[config.mk]
export PLATFORM = sky130hd
export DESIGN_NAME = alu_arbiter
export DESIGN_NICKNAME = d
export VERILOG_FILES = /design/src/rtl/alu_arb_pkg.sv /design/src/rtl/rr_arb2.sv /design/src/rtl/alu_arbiter.sv
export SDC_FILE = /design/constraint.sdc
export NUM_CORES = 1
export LEC_CHECK = 0
export ABC_AREA = 1
export CORE_ASPECT_RATIO = 0.5
export CORE_MARGIN = 5
export CORE_UTILIZATION = 43
export CTS_CLUSTER_DIAMETER = 30
export DETAILED_ROUTE_END_ITERATION = 16
export PLACE_DENSITY = 0.95
export SLEW_MARGIN = 20
export SYNTH_ARGS = -nofsm -noshare
export SYNTH_HDL_FRONTEND = slang
export SYNTH_SLANG_ARGS = --single-unit
export TNS_END_PERCENT = 50
[constraint.sdc]
create_clock -name clk -period 12.1 [get_ports clk]
set_input_delay 3.63 -clock clk [delete_from_list [all_inputs] [get_ports clk]]
set_output_delay 3.63 -clock clk [all_outputs]
set_load 0.1 [all_outputs]
[src/rtl/alu_arb_pkg.sv]
// Shared definitions for the ALU arbiter: FSM encoding, default sizes and
// the settle-counter width helper.
package alu_arb_pkg;

    typedef enum logic [1:0] {
        IDLE = 2'b00,
        EXEC = 2'b01,
        DONE = 2'b10
    } state_t;

    localparam int DEF_WIDTH       = 32;
    localparam int DEF_OP_W        = 3;
    localparam int DEF_EXEC_CYCLES = 1;

    // Width of a counter that must reach exec_cycles; never narrower than one bit.
    function automatic int cnt_width(input int exec_cycles);
        if (exec_cycles < 1) begin
            return 1;
        end else begin
            return $clog2(exec_cycles + 1);
        end
    endfunction

endpackage

[src/rtl/rr_arb2.sv]
// Combinational two-way round-robin picker. A lone requester wins outright;
// on a tie the requester that did not win last time is chosen.
module rr_arb2 (
    input  logic [1:0] req,
    input  logic       last_grant,
    output logic       valid,
    output logic       id
);

    // Select the winner from the request pair and the previous grant.
    always_comb begin
        valid = |req;
        id    = 1'b0;
        case (req)
            2'b01:   id = 1'b0;
            2'b10:   id = 1'b1;
            2'b11:   id = ~last_grant;
            default: id = 1'b0;
        endcase
    end

endmodule

[src/rtl/alu_arbiter.sv]
// Shares one ALU between two requesters. The winner's operands are registered
// onto the ALU inputs, held for EXEC_CYCLES, then the ALU result and flags are
// captured and a one-cycle done pulse goes to the granted requester.
module alu_arbiter
    import alu_arb_pkg::*;
#(
    parameter int WIDTH       = DEF_WIDTH,
    parameter int OP_W        = DEF_OP_W,
    parameter int EXEC_CYCLES = DEF_EXEC_CYCLES
) (
    input  logic             clk,
    input  logic             rst,
    input  logic [1:0]       req,
    input  logic [OP_W-1:0]  op0,
    input  logic [WIDTH-1:0] a0,
    input  logic [WIDTH-1:0] b0,
    input  logic [OP_W-1:0]  op1,
    input  logic [WIDTH-1:0] a1,
    input  logic [WIDTH-1:0] b1,
    output logic [1:0]       done,
    output logic [WIDTH-1:0] res_o,
    output logic             zero_o,
    output logic             overflow_o,
    output logic             busy,
    output logic             gnt_id,
    output logic [WIDTH-1:0] alu_A,
    output logic [WIDTH-1:0] alu_B,
    output logic [OP_W-1:0]  alu_op,
    input  logic [WIDTH-1:0] alu_res,
    input  logic             alu_zero,
    input  logic             alu_overflow
);

    localparam int               CNT_W    = cnt_width(EXEC_CYCLES);
    localparam logic [CNT_W-1:0] CNT_ONE  = CNT_W'(1);
    localparam logic [CNT_W-1:0] CNT_LAST = CNT_W'(EXEC_CYCLES);

    // A zero settle time would capture before the ALU inputs are even valid.
    if (EXEC_CYCLES < 1) begin : g_bad_exec_cycles
        $error("alu_arbiter: EXEC_CYCLES must be >= 1");
    end

    state_t           state_r, state_n;
    logic [CNT_W-1:0] cnt_r, cnt_n;
    logic             last_grant_r, last_grant_n;
    logic             gnt_id_r, gnt_id_n;
    logic [WIDTH-1:0] alu_a_r, alu_a_n;
    logic [WIDTH-1:0] alu_b_r, alu_b_n;
    logic [OP_W-1:0]  alu_op_r, alu_op_n;
    logic [WIDTH-1:0] res_r, res_n;
    logic             zero_r, zero_n;
    logic             ovf_r, ovf_n;
    logic [1:0]       done_r, done_n;
    logic             busy_r, busy_n;
    logic             pick_valid_s;
    logic             pick_id_s;

    rr_arb2 u_rr_arb2 (
        .req        (req),
        .last_grant (last_grant_r),
        .valid      (pick_valid_s),
        .id         (pick_id_s)
    );

    // Next-state and next-output logic for the grant / settle / complete cycle.
    always_comb begin
        state_n      = state_r;
        cnt_n        = cnt_r;
        last_grant_n = last_grant_r;
        gnt_id_n     = gnt_id_r;
        alu_a_n      = alu_a_r;
        alu_b_n      = alu_b_r;
        alu_op_n     = alu_op_r;
        res_n        = res_r;
        zero_n       = zero_r;
        ovf_n        = ovf_r;
        done_n       = 2'b00;
        case (state_r)
            IDLE: begin
                if (pick_valid_s) begin
                    gnt_id_n     = pick_id_s;
                    last_grant_n = pick_id_s;
                    if (pick_id_s) begin
                        alu_op_n = op1;
                        alu_a_n  = a1;
                        alu_b_n  = b1;
                    end else begin
                        alu_op_n = op0;
                        alu_a_n  = a0;
                        alu_b_n  = b0;
                    end
                    cnt_n   = CNT_ONE;
                    state_n = EXEC;
                end else begin
                    state_n = IDLE;
                end
            end
            EXEC: begin
                if (cnt_r == CNT_LAST) begin
                    res_n   = alu_res;
                    zero_n  = alu_zero;
                    ovf_n   = alu_overflow;
                    done_n  = gnt_id_r ? 2'b10 : 2'b01;
                    state_n = DONE;
                end else begin
                    cnt_n = cnt_r + CNT_ONE;
                end
            end
            DONE: begin
                state_n = IDLE;
            end
            default: begin
                state_n = IDLE;
            end
        endcase
        busy_n = (state_n != IDLE);
    end

    // State and output registers; reset abandons any operation in flight.
    always_ff @(posedge clk or posedge rst) begin
        if (rst) begin
            state_r      <= IDLE;
            cnt_r        <= '0;
            last_grant_r <= 1'b1;
            gnt_id_r     <= 1'b0;
            alu_a_r      <= '0;
            alu_b_r      <= '0;
            alu_op_r     <= '0;
            res_r        <= '0;
            zero_r       <= 1'b0;
            ovf_r        <= 1'b0;
            done_r       <= 2'b00;
            busy_r       <= 1'b0;
        end else begin
            state_r      <= state_n;
            cnt_r        <= cnt_n;
            last_grant_r <= last_grant_n;
            gnt_id_r     <= gnt_id_n;
            alu_a_r      <= alu_a_n;
            alu_b_r      <= alu_b_n;
            alu_op_r     <= alu_op_n;
            res_r        <= res_n;
            zero_r       <= zero_n;
            ovf_r        <= ovf_n;
            done_r       <= done_n;
            busy_r       <= busy_n;
        end
    end

    assign done       = done_r;
    assign res_o      = res_r;
    assign zero_o     = zero_r;
    assign overflow_o = ovf_r;
    assign busy       = busy_r;
    assign gnt_id     = gnt_id_r;
    assign alu_A      = alu_a_r;
    assign alu_B      = alu_b_r;
    assign alu_op     = alu_op_r;

endmodule

**Word level (Yosys, flattened, before mapping)**

Index checks and enable logic that the tools add are counted.

- Register bits: 109
- Input bits: 172
- Output and inout bits: 105
- Word-level logic and storage cells: 38

- Add/subtract/negate cells: 1
- Equal/unequal tests: 4
- Mux-type cells: 13
- Bitwise operators: 1
- Reduce and logical (&&, ||, !) cells: 7

Operators with widths:

| operator | count |
|---|---|
| 32-bit 2-to-1 mux | 2 |
| 2-bit 2-to-1 mux | 4 |
| 2-bit AND reduction | 3 |
| 2-bit equality test, second input constant | 2 |
| 1-bit one-hot mux with 2 select lines | 2 |
| 2-bit one-hot mux with 2 select lines | 1 |
| 2-bit nonzero test | 2 |
| 1-bit 2-to-1 mux | 3 |
| 3-bit 2-to-1 mux | 1 |
| 2-bit by 1-bit equality test with 1-bit output, second input constant | 1 |
| 2-bit logical NOT | 1 |
| 2-bit != test, second input constant | 1 |
| 2-bit OR reduction | 1 |
| 1-bit adder, second input constant | 1 |
| 1-bit NOT | 1 |

**Logic depth before layout (Yosys ltp)**

Gate-level depths: netlist of run 1.

- Depth in word-level cells: 4
- Depth in mapped cells: 7
- Gate-level depth less buffers: 6

**Hierarchy**

Synthesis of run 1 repeated with hierarchy kept, for this count alone.

- Cell total of the unflattened synthesis: 677
- Area total of the unflattened synthesis: 5021.1 µm²

By module, submodules not included:

| module | times used | cells an instance | area an instance (µm²) | sequential area each (µm²) |
|---|---|---|---|---|
| alu_arbiter | 1 | 674 | 5006.1 | 2728.9 |
| rr_arb2 | 1 | 3 | 15.0 | 0.0 |

**Least setup slack after synthesis of run 1**

OpenSTA, ideal clock, no wires.

- Kind: flip-flop to output port
- Start point: reg gnt_id_r (netlist: gnt_id)
- End point: out gnt_id
- Data arrival time: 0.912 ns
- Data required time: 8.470 ns
- Path slack: 7.558 ns
- Stages on the path, launching flop included: 1
- Buffers on the path: 0
- Path through: dfrtp_1

RTL lines:

| item | RTL line | source |
|---|---|---|
| start: declaration | alu_arbiter.sv:46 | `logic gnt_id_r, gnt_id_n;` |
| start signal: assignment | alu_arbiter.sv:138 | `gnt_id_r <= gnt_id_n;` |
| end: declaration | alu_arbiter.sv:25 | `output logic gnt_id,` |

No word-level cell between the ends.

**Final worst setup path of run 1**

- Start point: reg alu_b_r[1] (netlist: alu_B[1])
- End point: out alu_B[1]

RTL lines:

| item | RTL line | source |
|---|---|---|
| start: declaration | alu_arbiter.sv:48 | `logic [WIDTH-1:0] alu_b_r, alu_b_n;` |
| start signal: assignment | alu_arbiter.sv:140 | `alu_b_r <= alu_b_n;` |
| end: declaration | alu_arbiter.sv:27 | `output logic [WIDTH-1:0] alu_B,` |

No word-level cell between the ends.

==> results.json, run 1 <==
{
  "grt.total_usage_pct": 22.9,
  "yosys.cell_types.count": 17,
  "syn-cell-area_um2": 5360,
  "detailed_place_hpwl_um": 13300,
  "post_synth_most_frequent_cells": "sky130_fd_sc_hd__nand2_1 (309), sky130_fd_sc_hd__inv_1 (140), sky130_fd_sc_hd__nand3_1 (134)",
  "yosys.cell_count.top_type": "sky130_fd_sc_hd__nand2_1",
  "hold_class": "flip-flop to flip-flop",
  "netlist.area_leader.share_pct": 50.5,
  "number_of_buffers_inserted_by_post_cts_setup_repair": 0,
  "worst_pin_slew_ns": 1.03,
  "utilization_pct": 70.3,
  "final_max_slew_viol_count": 0,
  "drive_above_1_share_pct": 3.09,
  "htreeDepth": 3,
  "synth_seq_cells": 109,
  "slew-limit-headroom_pct": 31.2,
  "worstHoldStart": "gnt_id$_DFFE_PP0P_",
  "whs_ns": 0.452,
  "starting_drc_count_in_detailed_routing": 369,
  "status": "finished, final reports clean",
  "postSynthCellCount": 746,
  "die_h_um": 88.9,
  "route.detailed.vias_per_inst": 4.77,
  "fill_cells": 932,
  "r2r-end": "res_o[29]$_DFFE_PP0P_",
  "global_route.overflow_total": 0,
  "buffer_levels_on_the_longest_clock_path": 2,
  "yosysWarnings": 0,
  "critical_path.n_buffers_inverters": 1,
  "drt_drc_violations_left": 0,
  "synthTopCellsByArea": "sky130_fd_sc_hd__dfrtp_1 (50%), sky130_fd_sc_hd__nand2_1 (22%), sky130_fd_sc_hd__nand3_1 (13%)",
  "critical-path-top-delay-family": "buffers and inverters",
  "cts.sink_count": 109,
  "synth-seq-area-share_pct": 50.9,
  "worstSetupStartpointType": "flip-flop",
  "tritoncts.num_buffers": 9,
  "fin_skew_ns": 0.00703,
  "clkSlewWorstSetupHoldPaths_ns": 0.07,
  "clk_latency_ns": 0.34,
  "grt_start_max_net_pins": 88,
  "floorplan.rows": 28,
  "avgRoutedWirePerCell_um": 15.2,
  "cp.arrival_ns": 1.89,
  "rsz_0062_raised_after_global_routing": "false",
  "worst_path_max_delay_cell": "sky130_fd_sc_hd__clkdlybuf4s50_1",
  "timing.critical_path.depth": 1,
  "worst_setup_path_endpoint": "alu_B[1]",
  "worstPathRequired_ns": 8.47,
  "antenna_cell_count": 0,
  "coreArea_um2": 12000,
  "reg2reg_setup_slack_ns": 9.53,
  "fin_nets": 1169,
  "die-area_um2": 14900,
  "final_hold_viol_count": 0,
  "finalCritPeriodShare_pct": 45.6,
  "grt_antenna_before_repair": 0,
  "antenna_violating_nets_post_route": 0,
  "mean_instance_size_in_the_synthesized_netlist_um2": 7.18,
  "ff2ff_path_depth": 6,
  "number_of_synthesized_flops_with_an_enable_pin": 0,
  "async_reset_ff_share_pct": 100,
  "critPathMaxStageDelay_ns": 1.16,
  "via_count_of_the_first_global_routing_pass": 5473,
  "tritonroute_pass_1_iters": 5,
  "cts-resized-gates": 0,
  "cts_hold_buffers": 0,
  "worst_r2r_startpoint": "state_r[0]$_DFF_PP0_",
  "path_cells": "clkdlybuf4s50_1",
  "fmax_mhz": 181,
  "io_buffer_count": 276,
  "initial_core_utilization_pct": 44.6,
  "finalSetupViolations": 0,
  "io-pin-count": 277,
  "totalNegativeSetupSlack_ns": 0,
  "worst_setup_path_end_kind": "output port",
  "path_class": "flip-flop to output port",
  "grt_first_pass_wirelength_um": 27600,
  "gp_congestion": 0.878,
  "die_x_um": 168,
  "cts-root-buf": "sky130_fd_sc_hd__clkbuf_16",
  "area_delta_synth_final_pct": 57.6,
  "wl_um": 17800,
  "cp-startpoint": "alu_B[1]$_DFFE_PP0P_",
  "yosys.area.top_type": "sky130_fd_sc_hd__dfrtp_1",
  "cts_tree": "done",
  "primary_flip_flop_cell_chosen_by_synthesis_mapping": "sky130_fd_sc_hd__dfrtp_1",
  "synth_nets": 918,
  "detailroute.via_count": 5569,
  "timing.max_cap.violations": 0,
  "period_minus_slack_ns": 5.52,
  "timing.critical_path.fanout_max": 2
}
==> metal layers <==
layer / track usage (%) / share of wire, % / up-vias
li1: - / - / 2706
met5: 0 / 0 / -
met1: 25.8 / 37 / 2606
met2: 45.2 / 54 / 210
met3: 3.75 / 5.0 / 47
met4: 7.88 / 3.4 / 0
==> logic make-up (layout without fill, tap and decap cells) <==
group                  count (synthesis)  count (layout)  share of synthesized area, %
and+or+nand+nor                      451             451                          35.1
buffers and inverters                184             440                          13.8
DFF                                  109             109                          50.9
AOI/OAI and AO/OA                      2               2                         0.187
==> metrics by stage <==
stage          setup slack, ns  instance area, um2  instances
6_report                  6.58                8440       1167
5_1_grt                   6.55                8440       1167
4_1_cts                   6.58                8440       1167
3_5_place_dp              6.53                8170       1151
3_3_place_gp              6.58                8170       1151
2_1_floorplan             5.60                5360        746
==> flip-flops by register name (all words and copies together) (netlist names), 2 cells and up <==
signal / flops
alu_A: 32
alu_B: 32
res_o: 32
alu_op: 3
done: 2
state_r: 2
==> worst min path at each step <==
stage | to | cells past startpoint | slack [ns]
2_1_floorplan | last_grant_r$_DFFE_PP1P_ | 2 | 0.44
3_3_place_gp | done[0]$_DFF_PP0_ | 1 | 0.44
3_5_place_dp | done[0]$_DFF_PP0_ | 1 | 0.44
4_1_cts | done[0]$_DFF_PP0_ | 1 | 0.45
5_1_grt | done[0]$_DFF_PP0_ | 1 | 0.49
6_report | done[0]$_DFF_PP0_ | 1 | 0.45
==> cell type report <==
type	instances	area (um2)	area share (%)
Multi-Input combinational cell	453	1890	22.4
Inverter	142	536	6.34
Sequential cell	109	2730	32.3
Timing Repair Buffer	282	2810	33.2
Tap cell	165	206	2.45
Clock inverter	7	47.5	0.563
Clock buffer	9	225	2.67
==> placed cells by master (no fill, tap or decap), types with 2 or more instances in the layout <==
cell / n
sky130_fd_sc_hd__dfrtp_1: 108
sky130_fd_sc_hd__inv_6: 2
sky130_fd_sc_hd__clkbuf_16: 9
sky130_fd_sc_hd__nand2_1: 308
sky130_fd_sc_hd__o21ai_0: 2
sky130_fd_sc_hd__clkdlybuf4s50_1: 275
sky130_fd_sc_hd__inv_1: 139
sky130_fd_sc_hd__nand3_1: 134
sky130_fd_sc_hd__clkinv_2: 3
sky130_fd_sc_hd__clkinvlp_4: 2
sky130_fd_sc_hd__nor2_1: 3
sky130_fd_sc_hd__nand2_2: 3
sky130_fd_sc_hd__buf_4: 5
Power of run 1 is not shown: default switching activity piles up to over one toggle a cycle in this logic, so the estimate is an artifact.
==> run 2: changes to the inputs <==
--- a/config.mk
+++ b/config.mk
@@ -8,10 +8,10 @@
 export ABC_AREA = 1
 export CORE_ASPECT_RATIO = 0.5
 export CORE_MARGIN = 5
-export CORE_UTILIZATION = 43
+export CORE_UTILIZATION = 36
 export CTS_CLUSTER_DIAMETER = 30
 export DETAILED_ROUTE_END_ITERATION = 16
-export PLACE_DENSITY = 0.95
+export PLACE_DENSITY = 0.88
 export SLEW_MARGIN = 20
 export SYNTH_ARGS = -nofsm -noshare
 export SYNTH_HDL_FRONTEND = slang
==> constraint.sdc (replaced) <==
create_clock -name clk -period 4.6 [get_ports clk]
set_input_delay 1.38 -clock clk [delete_from_list [all_inputs] [get_ports clk]]
set_output_delay 1.38 -clock clk [all_outputs]
set_load 0.1 [all_outputs]
==> run 2 against run 1 <==
Compared with the run above:
- count of clock-buffer cells in the layout grew 2
- routed wire length grew 1.6%
- design area grew 1.8%
- clock skew grew 0.0017 ns
- flip-flop and latch count is the same
- critical path depth is the same
- worst hold slack gained 0.013 ns
- via count shrank 1.7%
- critical endpoint is now gnt_id
==> results.json, run 2 (synthesis results as in run 1) <==
{
  "slew-limit-headroom_pct": 31.1,
  "most-common-layout-cells": "sky130_fd_sc_hd__nand2_1 (308), sky130_fd_sc_hd__clkdlybuf4s50_1 (275), sky130_fd_sc_hd__inv_1 (139)",
  "final_max_slew_viol_count": 0,
  "grt_start_max_net_pins": 79,
  "cts_hold_buffers": 0,
  "die-area_um2": 17600,
  "finalCritPeriodShare_pct": 71.2,
  "cp.arrival_ns": 1.90,
  "ff2ff_path_depth": 6,
  "r2r-end": "res_o[31]$_DFFE_PP0P_",
  "buffer_levels_on_the_longest_clock_path": 2,
  "use_met2_pct": 38.8,
  "totalNegativeSetupSlack_ns": 0,
  "global_route.overflow_total": 0,
  "floorplan.rows": 31,
  "reg2reg_setup_slack_ns": 1.99,
  "worst_r2r_startpoint": "state_r[0]$_DFF_PP0_",
  "critPathMaxStageDelay_ns": 1.19,
  "grt.total_usage_pct": 19.8,
  "drt_drc_violations_left": 0,
  "avgRoutedWirePerCell_um": 15.0,
  "starting_drc_count_in_detailed_routing": 394,
  "fmax_mhz": 305,
  "io-pin-count": 277,
  "critical_path.n_buffers_inverters": 1,
  "layout.area.seq_um2": 2730,
  "tritoncts.num_buffers": 9,
  "gp_congestion": 0.835,
  "grt_first_pass_wirelength_um": 27800,
  "fill_cells": 1239,
  "cp-startpoint": "gnt_id$_DFFE_PP0P_",
  "path_class": "flip-flop to output port",
  "cts-resized-gates": 0,
  "die_x_um": 183,
  "fin_skew_ns": 0.00871,
  "timing.critical_path.fanout_max": 3,
  "initial_core_utilization_pct": 36.9,
  "path_cells": "clkdlybuf4s50_1",
  "hold_class": "flip-flop to flip-flop",
  "worstSetupStartpointType": "flip-flop",
  "timing.critical_path.depth": 1,
  "io_buffer_count": 276,
  "number_of_buffers_inserted_by_post_cts_setup_repair": 0,
  "die_h_um": 96.3,
  "htreeDepth": 3,
  "multi_input_area_um2": 1890,
  "area_delta_synth_final_pct": 60.5,
  "status": "finished, final reports clean",
  "worst_path_max_delay_cell": "sky130_fd_sc_hd__clkdlybuf4s50_1",
  "clk_latency_ns": 0.34,
  "critical-path-top-delay-family": "buffers and inverters",
  "cts_tree": "done",
  "finalSetupViolations": 0,
  "coreArea_um2": 14500,
  "cts-root-buf": "sky130_fd_sc_hd__clkbuf_16",
  "worst_setup_path_end_kind": "output port",
  "worstPathRequired_ns": 3.22,
  "detailroute.via_count": 5473,
  "groute.layer.met3.usage_pct": 3.25,
  "via_count_of_the_first_global_routing_pass": 5615,
  "rsz_0062_raised_after_global_routing": "false",
  "gr_busiest_metal": "met2",
  "fin_nets": 1171,
  "clkSlewWorstSetupHoldPaths_ns": 0.07,
  "tritonroute_pass_1_iters": 5,
  "wl_um": 18100,
  "final_common_cell": "sky130_fd_sc_hd__nand2_1",
  "drive_above_1_share_pct": 3.19,
  "final_hold_viol_count": 0,
  "cts.sink_count": 109,
  "grt.met1_usage_pct": 21.7,
  "worst_pin_slew_ns": 1.03,
  "antenna_violating_nets_post_route": 0,
  "period_minus_slack_ns": 3.28,
  "route.detailed.vias_per_inst": 4.55,
  "timing.max_cap.violations": 0,
  "grt_antenna_before_repair": 1,
  "detailed_place_hpwl_um": 13300,
  "worst_setup_path_endpoint": "gnt_id"
}
==> run 2: cell count changes in the layout (fill, tap and decap cells not counted) <==
cell	previous run	this run
sky130_fd_sc_hd__bufinv_16	0	3
sky130_fd_sc_hd__buf_4	5	7
sky130_fd_sc_hd__clkinv_2	3	1
sky130_fd_sc_hd__buf_16	0	1
sky130_fd_sc_hd__buf_6	1	0
sky130_fd_sc_hd__clkbuf_1	0	1
sky130_fd_sc_hd__clkbuf_8	0	1
sky130_fd_sc_hd__clkinvlp_4	2	1
sky130_fd_sc_hd__diode_2	0	1
sky130_fd_sc_hd__inv_2	1	0
sky130_fd_sc_hd__inv_6	2	1
==> run 2: per-stage QoR <==
stage | hold slack (ns) | util (%) | instance area, um2 | cells | setup WS, ns
3_5_place_dp | 0.452 | 56.6 | 8210 | 1185 | 1.27
4_1_cts | 0.463 | 59.0 | 8560 | 1201 | 1.33
3_3_place_gp | 0.435 | 56.6 | 8210 | 1185 | 1.32
6_report | 0.465 | 59.2 | 8590 | 1203 | 1.32
5_1_grt | 0.490 | 59.2 | 8590 | 1203 | 1.29
2_1_floorplan | 0.443 | - | 5360 | 746 | 0.348
==> run 2: cell type report <==
type	instances	share of cell area (%)
inverter	142	6.25
sequential	109	31.8
timing repair buffer	284	33.0
tap	198	2.88
antenna	1	0.0291
multi-input combinational	453	22.0
clock buffer	11	2.82
clock inverter	5	1.24
==> run 2: worst min path at each step <==
| stage | to | slack (ns) | depth (start not counted) | from |
|---|---|---|---|---|
| floorplan | last_grant_r$_DFFE_PP1P_ | 0.44 | 2 | last_grant_r$_DFFE_PP1P_ |
| global placement | done[0]$_DFF_PP0_ | 0.44 | 1 | gnt_id$_DFFE_PP0P_ |
| detailed placement | done[0]$_DFF_PP0_ | 0.45 | 1 | gnt_id$_DFFE_PP0P_ |
| CTS | done[0]$_DFF_PP0_ | 0.46 | 1 | gnt_id$_DFFE_PP0P_ |
| global route | done[0]$_DFF_PP0_ | 0.49 | 1 | gnt_id$_DFFE_PP0P_ |
| finish | done[0]$_DFF_PP0_ | 0.47 | 1 | gnt_id$_DFFE_PP0P_ |
==> run 2: routing by layer <==
metal,share of wire [%],vias to the layer above
met1,38,2568
met2,56,152
met4,2.9,0
met3,3.6,37
li1,-,2716
met5,0,-
Power of run 2 is left out for the same reason.
